**src/rtl/mux_nto1_arb.sv**
```systemverilog
// mux_nto1_arb: N-channel registered multiplexer with valid/ready handshake.
// Channel choice is an explicit select (mode_i=0) or round-robin (mode_i=1).
// One output register; a new beat can load in the cycle the old one drains.
// Optional: define MUX_LAST_LOCK_EN to hold round-robin on one channel until
// its in_last beat, so packets from different producers never interleave.
module mux_nto1_arb #(
  parameter  int N_CH   = 4,
  parameter  int DATA_W = 8,
  localparam int SEL_W  = $clog2(N_CH)
) (
  input  logic                   clk_i,
  input  logic                   rst_ni,
  input  logic                   mode_i,
  input  logic [SEL_W-1:0]       sel_i,
  input  logic [N_CH-1:0]        in_valid_i,
  input  logic [N_CH*DATA_W-1:0] in_data_i,
  input  logic [N_CH-1:0]        in_last_i,
  output logic [N_CH-1:0]        in_ready_o,
  output logic                   out_valid_o,
  output logic [DATA_W-1:0]      out_data_o,
  output logic [SEL_W-1:0]       out_ch_o,
  input  logic                   out_ready_i
);

  logic              out_valid_q;
  logic [DATA_W-1:0] out_data_q;
  logic [SEL_W-1:0]  out_ch_q;
  logic [SEL_W-1:0]  rr_ptr_q;
  logic [N_CH-1:0]   gnt;
  logic [SEL_W-1:0]  gnt_idx;
  logic              accept;
  logic              xfer;
  logic [SEL_W-1:0]  rr_next;

`ifdef MUX_LAST_LOCK_EN
  logic              lock_q;
  logic [SEL_W-1:0]  lock_ch_q;
`else
  logic              unused_last;
  assign unused_last = ^in_last_i;
`endif

  // Grant: one-hot (or zero) pick of the channel allowed to transfer.
  always_comb begin
    int idx;
    logic found;
    gnt     = '0;
    gnt_idx = '0;
    found   = 1'b0;
    idx     = 0;
    if (!mode_i) begin
      // out-of-range sel matches no channel, so nothing is granted
      for (int i = 0; i < N_CH; i++) begin
        if (sel_i == SEL_W'(i) && in_valid_i[i]) begin
          gnt[i]  = 1'b1;
          gnt_idx = SEL_W'(i);
        end
      end
`ifdef MUX_LAST_LOCK_EN
    end else if (lock_q) begin
      if (in_valid_i[lock_ch_q]) begin
        gnt[lock_ch_q] = 1'b1;
        gnt_idx        = lock_ch_q;
      end
`endif
    end else begin
      for (int off = 0; off < N_CH; off++) begin
        idx = int'(rr_ptr_q) + off;
        if (idx >= N_CH) idx = idx - N_CH;
        if (!found && in_valid_i[idx]) begin
          found        = 1'b1;
          gnt[idx]     = 1'b1;
          gnt_idx      = SEL_W'(idx);
        end
      end
    end
  end

  assign accept     = !out_valid_q || out_ready_i;
  // rst_ni gate keeps ready low while the async reset is held
  assign in_ready_o = gnt & {N_CH{accept && rst_ni}};
  assign xfer       = |(in_valid_i & in_ready_o);
  assign rr_next    = (gnt_idx == SEL_W'(N_CH-1)) ? '0 : gnt_idx + 1'b1;

  // Output register: load on input transfer, clear when drained.
  always_ff @(posedge clk_i or negedge rst_ni) begin
    if (!rst_ni) begin
      out_valid_q <= 1'b0;
      out_data_q  <= '0;
      out_ch_q    <= '0;
    end else if (xfer) begin
      out_valid_q <= 1'b1;
      out_data_q  <= in_data_i[gnt_idx*DATA_W +: DATA_W];
      out_ch_q    <= gnt_idx;
    end else if (out_ready_i) begin
      out_valid_q <= 1'b0;
    end
  end

`ifdef MUX_LAST_LOCK_EN
  // Arbiter state: lock on a non-last beat, release and advance on the last.
  always_ff @(posedge clk_i or negedge rst_ni) begin
    if (!rst_ni) begin
      rr_ptr_q  <= '0;
      lock_q    <= 1'b0;
      lock_ch_q <= '0;
    end else if (!mode_i) begin
      lock_q <= 1'b0;
    end else if (xfer) begin
      if (in_last_i[gnt_idx]) begin
        lock_q   <= 1'b0;
        rr_ptr_q <= rr_next;
      end else begin
        lock_q    <= 1'b1;
        lock_ch_q <= gnt_idx;
      end
    end
  end
`else
  // Round-robin pointer: moves past the winner on each arbitrated transfer.
  always_ff @(posedge clk_i or negedge rst_ni) begin
    if (!rst_ni)            rr_ptr_q <= '0;
    else if (mode_i && xfer) rr_ptr_q <= rr_next;
  end
`endif

  assign out_valid_o = out_valid_q;
  assign out_data_o  = out_data_q;
  assign out_ch_o    = out_ch_q;

endmodule

```
**config.mk**
```make
export PLATFORM = sky130hd
export DESIGN_NAME = mux_nto1_arb
export DESIGN_NICKNAME = d
export VERILOG_FILES = /design/src/rtl/mux_nto1_arb.sv
export SDC_FILE = /design/constraint.sdc
export NUM_CORES = 1
export LEC_CHECK = 0
export ABC_CLOCK_PERIOD_IN_PS = 4650
export CAP_MARGIN = 25
export CORE_MARGIN = 10
export CORE_UTILIZATION = 40
export CTS_BUF_LIST = sky130_fd_sc_hd__clkbuf_2
export DETAILED_ROUTE_END_ITERATION = 8
export MAX_ROUTING_LAYER = met4
export PLACE_DENSITY = 0.72
export SYNTH_ARGS = -nofsm -noshare
export SYNTH_HDL_FRONTEND = slang
export SYNTH_SLANG_ARGS = --single-unit
```
**constraint.sdc**
```tcl
create_clock -name clk_i -period 4.65 [get_ports clk_i]
set_input_delay 0.93 -clock clk_i [delete_from_list [all_inputs] [get_ports clk_i]]
set_output_delay 0.93 -clock clk_i [all_outputs]
set_load 0.03 [all_outputs]
```
==> out/metrics.cfg <==
[sta]
finClkSkew_ps = 13.4
slew-limit-headroom_pct = 61.4
holdWs_ps = 527
post-route-min-period_ps = 4410
hold_viol = 0
tightest_slew_ps = 578
period_share_pct = 94.9
setup_ws_ps = 238
rsz0062_at_grt = no
drv_slew = 0
setup_viol = 0
fmax_mhz = 227
setup_tns_ps = 0

[floorplan]
num_rows = 21
initial_core_util_pct = 42.5
core_area_mm2 = 0.00342
num_io_pins = 61
die_x_um = 80.2
dieArea_mm2 = 0.00643
fp.dieH_um = 80.2

[clock_tree]
cts_resized = 0
clkSlewWorstSetupHoldPaths_ps = 140
clock_path_buffers = 2
cts_setup_buffers = 0
cts_root_buffer = clkbuf_2
htree_levels = 1
cts_made_buffers = 3
cts_hold_buf = 0
clock_latency_ps = 270
cts_tree = done
cts.sinks = 13

[hold_path]
hp-start = out_data_o[7]
hold_path_class = reg -> reg
holdPathEnd = out_data_o[7]
min_path_cells = 1

[power_and_ir_drop]
ir_drop_v = 0.000294
power.switching_uw = 528
pwr-share-clk_pct = 5.4
totalPowerFinal_mw = 1.11
p_leak_nw = 0.915
internal_power_uw = 580
combPwrFrac_pct = 75.7
swShare_pct = 47.7
seqPwrFrac_pct = 18.9
powerDensity_mw_per_mm2 = 529

[synth]
ys_types = 46
async_reset_ff_share_pct = 100
synth_top_family_by_area = multiplexers
synth_top_area_share_pct = 22.4
synth_nets = 202
synth_fa_ha_area_share_pct = 4.31
synthMuxAreaShare_pct = 30.8
avgSynthCellArea_um2 = 9.60
yosys.area_share.simple_pct = 14.9
syn_area_mm2 = 0.00145
synth_xor_area_share_pct = 0.604
synth_top_cell_by_area = dfrtp_1
synth.top_cells.by_area = dfrtp_1, mux2i_1, mux2_2
synth_compound_area_share_pct = 20.0
syn_inst = 151
synthFlopType = dfrtp_1
yosys_warnings = 0
synth-seq-area-share_pct = 22.4
yosys.cell_count.top_type = mux2i_1
synth_edf_count = 0
ys_ff_latch = 13
synth.top_cells.by_count = mux2i_1, dfrtp_1, inv_1, nand2_1, mux2_2

[critical_path]
cp_slowest_stage_delay_ps = 630
r2r_end = rr_ptr_q[0]
r2r_setup_slack_ps = 1290
worst-endpoint-required_ps = 3720
cp-end-kind = output port
worstReg2RegStart = rr_ptr_q[1]
reg2regPathDepth = 8
crit_chain = clkdlybuf4s50_1, mux4_2, nand2_1, o21ai_0, a2111oi_2, nor3_1, clkdlybuf4s50_1
crit_type = in -> out
path_max_fanout = 10
crit_top_cell = clkdlybuf4s50_1
crit_slowest_cell = mux4_2
worstPathArrival_ps = 3480
setup.worst_path.start_class = primary input

[final_layout]
multi_input_area_mm2 = 0.00104
register_area_um2 = 325
syn_to_final_growth_pct = 44.5
n_fill_cell = 299
fin_area_mm2 = 0.00210
finish.net_count = 262
drive_above_1_share_pct = 17.1
post-route-util_pct = 61.4
instances_no_fill = 257

[grt]
grt_pass1_wl_mm = 7.30
grt_max_degree = 20
grt_overflow = 0
grt_pass1_vias = 1573
antenna_found_initial = 1
grt_usage_pct = 14.2

[placement]
placed_area_mm2 = 0.00207
hpwl_mm = 3.59
place_ws_ps = 126
place_congestion = 0.859
placedCellCount = 252
port_buffers = 56

[route]
drt-initial-drc-count = 144
firstDrtPassIters = 4
wl_mm = 4.48
routedWlPerCell_um = 17.4
viasPerCell = 5.65
vias = 1451
antenna_left = 0
drc = 0

[run]
maxCapViolCount = 0

[status]
status = complete, no violations

==> sequential cells by signal (all words and copies together), names as in the netlist <==
register     flops
out_ch_o         2
out_data_o       8
out_valid_o      1
rr_ptr_q         2
==> metal layers <==
metal,vias to the layer above,wire length [µm],GRT usage [%]
met2,70,2180,22.8
li1,687,-,-
met4,0,53,5.99
met3,6,309,3.45
met1,688,1930,16.5
met5,-,0,-
==> worst max-delay path, delay by kind of cell <==
kind                   cells  cell delay, ps
AND/OR/NAND/NOR            2             210
multiplexers               1             630
AO/OA/AOI/OAI              2             560
buffers and inverters      2            1160
==> power by group through the flow <==
stage	sequential (mW)	combinational, mW	clock, mW
floorplan	0.306	0.488	0
global placement	0.210	0.809	0
detailed placement	0.210	0.834	0
CTS	0.209	0.838	0.0646
global route	0.218	0.908	0.0654
finish	0.209	0.840	0.0599
==> kinds of logic (layout without fill, tap and decap cells) <==
family	count (synthesis)	count (layout)
other cells	0	1
buf+inv	18	77
compound gates	37	37
fa+ha+maj	5	5
simple gates	37	37
xor+xnor	1	1
mux	40	40
flops	13	13
==> layout by cell type (no fill, tap or decap), types with 2 or more instances in the layout <==
master / Yosys / layout
a21boi_0: 3 / 3
o21ai_1: 3 / 3
and3b_1: 2 / 2
nor2b_1: 5 / 5
nor3b_1: 3 / 3
mux2i_1: 27 / 27
mux4_2: 2 / 2
mux2_4: 2 / 2
nor2_1: 7 / 7
a2111oi_2: 2 / 3
a31oi_2: 1 / 2
ha_1: 5 / 5
a21oi_1: 7 / 7
clkbuf_2: 0 / 4
buf_4: 4 / 8
inv_1: 9 / 9
dfrtp_1: 13 / 13
o21ai_0: 4 / 4
nand2_1: 9 / 9
nor3_1: 4 / 4
clkdlybuf4s50_1: 0 / 56
mux2_2: 8 / 8
o2111ai_1: 2 / 2
a221oi_2: 2 / 2
==> cell type report <==
class	instances	area share (%)
Sequential cell	13	15.5
Multi-Input combinational cell	120	49.4
Tap cell	46	2.75
Inverter	9	1.61
Antenna cell	1	0.119
Timing Repair Buffer	64	29.6
Clock buffer	4	0.955
==> worst max-delay path by stage <==
stage	endpoint	slack [ps]	startpoint
after global placement	in_ready_o[1]	260	in_valid_i[2]
after global routing	in_ready_o[0]	100	rr_ptr_q[1]
after floorplan	in_ready_o[1]	1000	rr_ptr_q[0]
final	in_ready_o[1]	240	in_valid_i[2]
after detailed placement	in_ready_o[1]	130	in_valid_i[0]
after CTS	in_ready_o[1]	130	in_valid_i[2]
Power figures use the tool's default switching activity.
